$ cat src/rtl/scroll_controller.sv
// rtl/scroll_controller.sv - paces the scroll message and presents each six-character HEX window with load strobes
module scroll_controller #(
  parameter int TICKS_PER_STEP = 50_000_000
) (
  input  logic       clk,
  input  logic       reset,
  input  logic       pause,
  input  logic       dir,
  output logic       hex_en,
  output logic       ledr_en,
  output logic [6:0] next_hex0,
  output logic [6:0] next_hex1,
  output logic [6:0] next_hex2,
  output logic [6:0] next_hex3,
  output logic [6:0] next_hex4,
  output logic [6:0] next_hex5
);

  localparam int CW = (TICKS_PER_STEP > 1) ? $clog2(TICKS_PER_STEP) : 1;
  localparam logic [CW-1:0] TERM = CW'(TICKS_PER_STEP - 1);

  // Active-low segment codes, bit order {g,f,e,d,c,b,a}
  localparam logic [6:0] HEX_C   = 7'b1000110;
  localparam logic [6:0] HEX_P   = 7'b0001100;
  localparam logic [6:0] HEX_E   = 7'b0000110;
  localparam logic [6:0] HEX_N   = 7'b1001000;
  localparam logic [6:0] HEX_OFF = 7'b1111111;
  localparam logic [6:0] HEX_3   = 7'b0110000;
  localparam logic [6:0] HEX_1   = 7'b1111001;

  typedef enum logic [1:0] {
    S_INIT,
    S_RUN,
    S_PAUSE
  } state_e;

  state_e          state_q;
  logic [CW-1:0]   count_q;
  logic [2:0]      pos_q;
  logic [2:0]      pos_d;
  logic [41:0]     window_q;
  logic [41:0]     window_d;
  logic            hex_en_q;
  logic            ledr_en_q;

  function automatic logic [6:0] msg_char(input logic [2:0] idx);
    logic [6:0] c;
    case (idx)
      3'd0:    c = HEX_C;
      3'd1:    c = HEX_P;
      3'd2:    c = HEX_E;
      3'd3:    c = HEX_N;
      3'd4:    c = HEX_OFF;
      3'd5:    c = HEX_3;
      default: c = HEX_1;
    endcase
    return c;
  endfunction

  // Packed as {hex5..hex0}; hex5 shows msg[p], each lower digit the next message entry
  function automatic logic [41:0] window_at(input logic [2:0] p);
    logic [41:0] w;
    logic [2:0]  idx;
    w = '0;
    for (int k = 0; k < 6; k++) begin
      idx = p + 3'(k);
      w[(5-k)*7 +: 7] = msg_char(idx);
    end
    return w;
  endfunction

  always_comb begin
    pos_d    = dir ? pos_q + 3'd1 : pos_q - 3'd1;
    window_d = window_at(pos_d);
  end

  always_ff @(posedge clk or negedge reset) begin
    if (!reset) begin
      state_q   <= S_INIT;
      count_q   <= '0;
      pos_q     <= 3'd0;
      window_q  <= {6{HEX_OFF}};
      hex_en_q  <= 1'b0;
      ledr_en_q <= 1'b0;
    end else begin
      hex_en_q  <= 1'b0;
      ledr_en_q <= 1'b0;
      case (state_q)
        S_INIT: begin
          pos_q    <= 3'd0;
          count_q  <= '0;
          window_q <= window_at(3'd0);
          hex_en_q <= 1'b1;
          state_q  <= S_RUN;
        end
        S_RUN, S_PAUSE: begin
          // Pause outranks the terminal count; releasing resumes on the same edge
          if (pause) begin
            state_q <= S_PAUSE;
          end else begin
            state_q <= S_RUN;
            if (count_q == TERM) begin
              count_q   <= '0;
              pos_q     <= pos_d;
              window_q  <= window_d;
              hex_en_q  <= 1'b1;
              ledr_en_q <= 1'b1;
            end else begin
              count_q <= count_q + CW'(1);
            end
          end
        end
        default: state_q <= S_INIT;
      endcase
    end
  end

  assign hex_en    = hex_en_q;
  assign ledr_en   = ledr_en_q;
  assign next_hex5 = window_q[41:35];
  assign next_hex4 = window_q[34:28];
  assign next_hex3 = window_q[27:21];
  assign next_hex2 = window_q[20:14];
  assign next_hex1 = window_q[13:7];
  assign next_hex0 = window_q[6:0];

endmodule

$ cat config.mk
export PLATFORM = sky130hd
export DESIGN_NAME = scroll_controller
export DESIGN_NICKNAME = d
export VERILOG_FILES = /design/src/rtl/scroll_controller.sv
export SDC_FILE = /design/constraint.sdc
export NUM_CORES = 1
export LEC_CHECK = 0
export CAP_MARGIN = 25
export CORE_MARGIN = 2
export CORE_UTILIZATION = 30
export CTS_BUF_LIST = sky130_fd_sc_hd__clkbuf_2 sky130_fd_sc_hd__clkbuf_4 sky130_fd_sc_hd__clkbuf_8
export DETAILED_ROUTE_END_ITERATION = 8
export PLACE_DENSITY = 0.47
export SYNTH_ARGS = -nofsm -noshare
export SYNTH_HDL_FRONTEND = slang
export SYNTH_SLANG_ARGS = --single-unit
$ cat constraint.sdc
create_clock -name clk -period 5.25 [get_ports clk]
set_input_delay 1.575 -clock clk [delete_from_list [all_inputs] [get_ports clk]]
set_output_delay 1.575 -clock clk [all_outputs]
set_load 0.02 [all_outputs]
# Word-level counts from Yosys, hierarchy flattened
# Index checks and enable logic that the tools add are counted.
# W data, S select, Z words.
dict set report classes {
  eq_ne 35
  add_sub_neg 8
  reduce_logical 11
  mux 22
}
# cell count
set ops {}
lappend ops {{$pmux W7 S6} 6}
lappend ops {{$mux W42} 2}
lappend ops {{$pmux W42 S2} 1}
lappend ops {{$mux W26} 2}
lappend ops {{$pmux W26 S2} 1}
lappend ops {{$eq A3 B2 Y1 const B} 12}
lappend ops {{$eq A3 B3 Y1 const B} 12}
lappend ops {{$add A26 B1 Y26 const B} 1}
lappend ops {{$eq A26 B26 Y1 const B} 1}
lappend ops {{$eq A3 B1 Y1 const B} 6}
lappend ops {{$logic_not A3 Y1} 6}
lappend ops {{$mux W3} 3}
lappend ops {{$add A3 B1 Y3 const B} 2}
lappend ops {{$add A3 B2 Y3 const B} 2}
lappend ops {{$add A3 B3 Y3 const B} 2}
lappend ops {{$pmux W3 S2} 1}
lappend ops {{$ne A2 B2 Y1 const B} 2}
lappend ops {{$pmux W2 S2} 1}
lappend ops {{$mux W1} 3}
lappend ops {{$reduce_and A3 Y1} 1}
lappend ops {{$sub A3 B1 Y3 const B} 1}
lappend ops {{$eq A2 B1 Y1 const B} 1}
lappend ops {{$eq A2 B2 Y1 const B} 1}
lappend ops {{$logic_not A2 Y1} 1}
lappend ops {{other kinds (5)} 5}
dict set report word_totals {
  out_inout_bits 44
  register_bits 75
  wordCells 82
  inputBits 4
}

# Logic depth before layout (Yosys ltp)
# Gate-level depths: netlist (run 1).
dict set report logic_depth {
  word_depth 8
  ltp_mapped 12
  mapped_depth_nobuf 10
}

# Least setup slack after synthesis (run 1)
# Ideal clock, no wire load.
dict set report synth_path {
  path_type {input -> register}
  start {in dir}
  end {reg window_q[10]}
  setup_time_ns 0.077
  cell_stages 11
  t_required_ns 5.173
  arrival_ns 4.154
  n_path_buf 2
  setup_slack_ns 1.019
  path_cell_list {inv_1 -> fa_1 -> xnor3_1 -> inv_1 -> clkbuf_1 -> ha_1 -> clkbuf_1 -> or4_1 -> nor2_1 -> o32ai_1 -> a31oi_1}
}
dict set report synth_via {
  elab_chain_cells 7
  elab_cells_between_ends 12
  classes_between {1 x add/sub; 5 x eq/ne; 5 x mux; 1 x reduce/logical}
}
# item line_no
set synth_rtl {}
lappend synth_rtl {{start, declared} 8} ;# input logic dir,
lappend synth_rtl {{$mux W3 (*)} 73} ;# pos_d = dir ? pos_q + 3'd1 : pos_q - 3'd1;
lappend synth_rtl {{$add A3 B3 Y3 (*)} 66} ;# idx = p + 3'(k);
lappend synth_rtl {{$eq A3 B3 Y1, or another cell as far along} 48} ;# case (idx)
lappend synth_rtl {{$pmux W7 S6 (*)} 48}
lappend synth_rtl {{$mux W42 (*)} 102} ;# if (count_q == TERM) begin
lappend synth_rtl {{$mux W42 (*)} 98} ;# if (pause) begin
lappend synth_rtl {{$pmux W42 S2 (*)} 88} ;# case (state_q)
lappend synth_rtl {{end signal, assigned} 82} ;# window_q <= {6{HEX_OFF}};
lappend synth_rtl {{end signal, assigned} 92} ;# window_q <= window_at(3'd0);
lappend synth_rtl {{end signal, assigned} 105} ;# window_q <= window_d;
lappend synth_rtl {{end, declared} 41} ;# logic [41:0] window_q;
# Every way passes the cells marked *; elsewhere a longest branch is shown, timed or not. The select of a mux whose other input is x is not followed.
# A chain may end at the register's enable or synchronous reset.

# Final worst setup path (run 1)
# Ends and elaborated chain as after synthesis.

==> metrics.md, run 1 <==
| Metric | Value |
|---|---|
| Die ar. | 13900 um2 |
| Aggregate negative setup slack | 0 ns |
| Vias in the first global route | 3237 |
| Logic pwr share | 51.9% |
| Final setup viols | 0 |
| Vias per cell | 5.19 |
| Routing usage on met2 | 25.1% |
| CTS tree | built |
| Hpwl dp | 7200 um |
| Post-synth EDFFs | 0 |
| Startpoint types | input pin |
| Flops & latches, synth | 69 |
| Clk sink count | 69 |
| Antenna violations before repair | 0 |
| Die Ht | 118 um |
| Via Count | 3208 |
| Crit path DAT | 4.59 ns |
| Global placer's final weighted congestion | 0.868 |
| Io pins | 48 |
| Most common cell in the netlist | dfstp_2 |
| Initial Utilization | 30.8% |
| WP buf/inv | 3 |
| Crit path largest cell delay | 0.53 ns |
| Final min period | 4.31 ns |
| HP Class | reg2reg |
| Root Buffer | clkbuf_8 |
| CP Max Fanout | 13 |
| Outcome | finished clean |
| Remaining DRCs | 0 |
| Synth Cell Area | 3880 um2 |
| Main synth FF type | dfstp_2 |
| Most area-consuming cells after synthesis | dfstp_2 (24%), dfrtp_1 (21%), ha_1 (5.2%), a21oi_1 (4.4%), o21ai_0 (3.1%) |
| Asr flop ratio synth | 100% |
| Share of post-route cells with drive strength above 1 | 15.2% |
| Nets | 463 |
| Synthesized instance count | 401 |
| Rel. slew slack | 53.2% |
| Cell count after placement | 603 |
| Most frequent CP cell | inv_1 |
| Net Sw Power | 0.00103 W |
| Top cells by count, synth | dfstp_2 (36), a21oi_1 (34), dfrtp_1 (33) |
| Antenna cells | 0 |
| Yosys warnings | 0 |
| Synth top area share | 24.4% |
| GR peak layer | met2 |
| Share of power burned in registers | 30.4% |
| WP data required | 5.53 ns |
| DRT iter0 DRCs | 178 |
| Hold Vio Cnt, Final | 0 |
| FMAX | 0.232 GHz |
| Setup Skew | 0.00903 ns |
| Synth Net Count | 422 |
| Hold_ws | 0.484 ns |
| Worst-path cell chain | clkdlybuf4s50_1 -> inv_1 -> fa_1 -> xnor3_1 -> inv_1 -> ha_1 -> or4_1 -> nor2_1 -> o32ai_1 -> a31oi_1 |
| CTS HTree Levels | 3 |
| Fin crit share | 82.0% |
| Worst skew pair latency | 0.35 ns |
| DRT antenna net count | 0 |
| WL/cell | 17.0 um |
| Die Width | 118 um |
| Crit Path Class | in2reg |
| Router iterations before antenna repair | 4 |
| Switching Fraction | 46.1% |
| Clock slew seen by the registers of the worst setup and hold paths | 0.07 ns |
| Lkg Pwr | 1.84 nW |
| Overflow after GRT | 0 |
| Distinct cells, synth | 57 |
| Worst Tran Pin Value | 0.701 ns |
| Final WL | 10500 um |
| Synth-to-Final Area Change | 20.3% |
| Total GRT Usage | 15.4% |
| Max-Cap Viols | 0 |
| Global-route met3 utilization | 3.20% |
| Fin cells | 618 |
| Fin util | 37.0% |
| Hold Buf Count CTS | 0 |
| Num CTS Buffers | 9 |
| Rows | 41 |
| Max-slew violations | 0 |
| Max IR drop VDD | 0.000193 V |
| Post-Syn Area per Cell | 9.68 um2 |
| CTS-repair resized insts | 0 |
| First-pass GRT wire length | 17100 um |
| Sequential share of the synthesized area | 45.6% |
| Power Internal | 0.00120 W |
| Largest net degree at the start of global routing | 32 |
| Port Buffer Count | 47 |
| Grt met1 use | 20.2% |
| Worst path top cell family by delay | buffers and inverters |
| PD cells | 479 nW/um2 |
| CP max-delay cell | clkdlybuf4s50_1 |
| Core region area | 12600 um2 |
| Worst Setup End Kind | register |
| Max clock buf depth | 2 |
| Cell taking the most area after synthesis | dfstp_2 |
| RSZ-0062 raised after global routing | no |
| Clock share of power | 17.7% |
| Setup bufs post-CTS | 0 |
-- through the flow --
| stage | setup WS (ns) | instance area [um2] | power (W) |
|---|---|---|---|
| 2_1_floorplan | 1.02 | 3880 | 0.00152 |
| 3_3_place_gp | 0.640 | 4470 | 0.00185 |
| 3_5_place_dp | 0.540 | 4500 | 0.00185 |
| 4_1_cts | 0.926 | 4670 | 0.00226 |
| 5_1_grt | 0.768 | 4670 | 0.00242 |
| 6_report | 0.945 | 4670 | 0.00223 |
-- worst reg2reg max path: stages, from the launching register on --
cell     delay [ns]
dfrtp_1        0.55
fa_1           0.45
xnor3_1        0.44
inv_1          0.21
ha_1           0.36
or4_1          0.52
nor2_1         0.14
o32ai_1        0.11
a31oi_1        0.20
-- flip-flops by register name (all words and copies together) (netlist names) --
register,cells
window_q,36
count_q,26
pos_q,3
state_q,2
hex_en,1
ledr_en,1
-- power by group through the flow --
stage	Clock, W	Combinational (W)	Sequential, W
5_1_grt	0.000436	0.00129	0.000690
6_report	0.000396	0.00116	0.000679
3_5_place_dp	0	0.00116	0.000689
2_1_floorplan	0	0.000807	0.000714
3_3_place_gp	0	0.00116	0.000686
4_1_cts	0.000412	0.00117	0.000680
-- path summary, 6_finish.rpt --
| check | cells after the start | to | startpoint | slack, ns |
|---|---|---|---|---|
| worst max-delay path | 10 | window_q[10]$_DFFE_PN1P_ | dir | 0.94 |
| worst min-delay path | 1 | window_q[15]$_DFFE_PN1P_ | window_q[15]$_DFFE_PN1P_ | 0.48 |
| worst max register to register | 8 | window_q[10]$_DFFE_PN1P_ | pos_q[0]$_DFFE_PN0P_ | 2.21 |
| worst min register to register | 1 | window_q[15]$_DFFE_PN1P_ | window_q[15]$_DFFE_PN1P_ | 0.48 |
| max in group asynchronous | 2 | count_q[23]$_DFFE_PN0P_ | reset | 3.44 |
| min in group asynchronous | 1 | window_q[7]$_DFFE_PN1P_ | reset | 1.46 |
-- cell usage in the layout, fill, tap and decap left out, drive strengths merged, types with 16 or more instances in the layout --
cell and n:
a31oi 17, nor2 31, dfstp 36, a21oi 34
dfrtp 33, ha 16, o21ai 26, nand2 32
clkdlybuf4s50 46
-- metal layers --
metal	up-vias	share of wire, %
li1	1554	-
met2	63	48
met3	15	3.2
met5	-	0
met1	1576	48
met4	0	1.6
-- logic make-up (layout without fill, tap and decap cells) --
kind of cell	Yosys count	count (layout)	synth area share [%]
AND/OR/NAND/NOR	135	135	18.6
AO/OA/AOI/OAI	127	127	21.5
flip-flops	69	69	45.6
buffers and inverters	39	84	5.03
adder cells (fa/ha/maj)	17	17	5.67
XOR/XNOR	13	13	3.29
multiplexers	1	1	0.290
-- area by class of cell --
cell class                 instances  area [um2]
inverter                          12        45.0
clock buffer                      13         160
sequential                        69        1770
fill                            1330        7950
clock inverter                     2        10.0
timing repair buffer              57         553
tap                              172         215
multi-input combinational        293        1910
Note: power is estimated with default switching activity, not from simulation.
==> inputs of run 2 (changes only) <==
- PLACE_DENSITY: 0.47 -> 0.49
- clock period: 5.25 -> 3.8 ns (I/O delays scaled with it)
==> metrics.md, run 2 (synthesized netlist as in run 1, its figures left out) <==
| Metric | Value |
|---|---|
| Fin area | 4940 um2 (+5.7%) |
| Antenna violations before repair | 0 (unchanged) |
| CTS tree | built |
| Clk sink count | 69 (unchanged) |
| Die ar. | 13900 um2 (unchanged) |
| Num CTS Buffers | 9 (unchanged) |
| Startpoint types | input pin |
| CTS HTree Levels | 3 (unchanged) |
| Routing usage on met2 | 27.5% (+2.4 points) |
| DRT iter0 DRCs | 191 (+7.3%) |
| Max reg flops | 36 (unchanged) |
| Max clock buf depth | 2 (unchanged) |
| Biggest regs | window_q (36), count_q (26), pos_q (3) |
| Aggregate negative setup slack | 0 ns (unchanged) |
| Core region area | 12600 um2 (unchanged) |
| Global placer's final weighted congestion | 0.844 (-2.8%) |
| WP data required | 4.08 ns (-1.45 ns) |
| Placed cell area | 4720 um2 (+5.0%) |
| GR peak layer | met2 |
| DRT antenna net count | 0 (unchanged) |
| Vias per cell | 5.17 (-0.32%) |
| Hold Vio Cnt, Final | 0 (unchanged) |
| FMAX | 0.272 GHz |
| Via Count | 3358 (+4.7%) |
| Remaining DRCs | 0 (unchanged) |
| Vias in the first global route | 3425 (+5.8%) |
| Clock slew seen by the registers of the worst setup and hold paths | 0.07 ns (about the same) |
| Root Buffer | clkbuf_8 |
| Io pins | 48 (unchanged) |
| Die Ht | 118 um (unchanged) |
| HP Class | reg2reg |
| WL/cell | 16.5 um (-3.2%) |
| Most common cell after layout, fill and taps aside | clkdlybuf4s50_1 |
| Grt met1 use | 19.8% (-0.45 points) |
| Rel. slew slack | 58.5% (+5.3 points) |
| Setup Skew | 0.00917 ns (+0.000133 ns) |
| Lkg Pwr | 2.01 nW (+9.1%) |
| Fin crit share | 96.7% |
| Crit path DAT | 3.95 ns (-0.64 ns) |
| Hpwl dp | 7350 um (+2.0%) |
| Overflow after GRT | 0 (unchanged) |
| Max-slew violations | 0 (unchanged) |
| Total GRT Usage | 15.9% (+0.47 points) |
| Worst Setup End Kind | register |
| Crit Path Class | in2reg |
| Rows | 41 (unchanged) |
| Final WL | 10700 um (+1.7%) |
| Nets | 493 (+6.5%) |
| Share of post-route cells with drive strength above 1 | 21.0% (+5.7 points) |
| Biggest register | window_q |
| Antenna cells | 0 (unchanged) |
| Filler cells | 1334 (+0.30%) |
| Largest net degree at the start of global routing | 70 (+120%) |
| Outcome | finished clean |
| Die Width | 118 um (unchanged) |
| Most frequent cells in the layout | clkdlybuf4s50_1 (46), buf_4 (39), dfstp_2 (36) |
| Router iterations before antenna repair | 4 (unchanged) |
| RSZ-0062 raised after global routing | no |
| Port Buffer Count | 47 (unchanged) |
| First-pass GRT wire length | 17800 um (+3.7%) |
| Final min period | 3.68 ns |
| Initial Utilization | 30.8% (unchanged) |
| Global-route met3 utilization | 3.68% (+0.48 points) |
| CP Max Fanout | 5 (-8) |
| Max IR drop VDD | 0.000262 V (+36%) |
| Hold_ws | 0.486 ns (+0.00170 ns) |
| PD cells | 685 nW/um2 (+43%) |
| Max-Cap Viols | 0 (unchanged) |
| Worst Tran Pin Value | 0.622 ns (-0.0791 ns) |
| Synth-to-Final Area Change | 27.2% |
| Worst skew pair latency | 0.35 ns (about the same) |
| Setup bufs post-CTS | 0 (unchanged) |
| Final setup viols | 0 (unchanged) |
## run 2: per-stage QoR
| stage | setup WS [ns] | cells | util [%] | total power [W] |
|---|---|---|---|---|
| detailed placement | -0.241 | 633 | 37.4 | 0.00278 |
| global route | 0.0368 | 649 | 39.1 | 0.00364 |
| global placement | -0.161 | 633 | 37.4 | 0.00276 |
| floorplan | 0.00363 | 401 | - | 0.00210 |
| finish | 0.124 | 649 | 39.1 | 0.00338 |
| CTS | 0.123 | 649 | 39.1 | 0.00343 |
## run 2: cell type report
type / instances / area [um2] / area share (%)
clock buffer: 15 / 175 / 3.55
sequential: 69 / 1770 / 35.9
inverter: 12 / 45.0 / 0.913
timing repair buffer: 87 / 778 / 15.8
multi-input combinational: 293 / 1920 / 38.9
clock inverter: 1 / 30.0 / 0.608
tap: 172 / 215 / 4.36
## run 2: report_power, final
part | leakage (nW) | total (W) | internal, W | switching [W]
clock | 0.109 | 0.000634 | 0.000359 | 0.000275
combinational | 1.07 | 0.00181 | 0.000705 | 0.00110
sequential | 0.825 | 0.000939 | 0.000855 | 0.0000838
total | 2.01 | 0.00338 | 0.00192 | 0.00146
## run 2: worst max-delay path: stages
cell	delay, ns
clkdlybuf4s50_1	0.48
inv_1	0.08
fa_1	0.42
xnor3_1	0.50
inv_1	0.16
ha_1	0.24
or4_1	0.49
nor2_1	0.14
o32ai_1	0.11
a31oi_1	0.19
## run 2: final timing paths
path	startpoint	to	slack (ns)	cells after the start
worst min-delay path	window_q[6]$_DFFE_PN1P_	window_q[6]$_DFFE_PN1P_	0.49	1
worst max-delay path	dir	window_q[10]$_DFFE_PN1P_	0.12	10
worst min register to register	window_q[6]$_DFFE_PN1P_	window_q[6]$_DFFE_PN1P_	0.49	1
max in group asynchronous	reset	window_q[21]$_DFFE_PN1P_	2.66	2
worst max register to register	pos_q[0]$_DFFE_PN0P_	window_q[10]$_DFFE_PN1P_	0.87	8
min in group asynchronous	reset	count_q[22]$_DFFE_PN0P_	0.80	2
## run 2: metal layers
metal  part of all wire, %  wire (um)
met1                    46       4900
met2                    50       5310
met3                   3.0        317
met4                   1.5        156
met5                     0          0
## run 2: timing repair
action                     4_1_cts  5_1_grt
resized for setup                0        1
setup endpoints to repair        0        2
hold buffers                     0        0
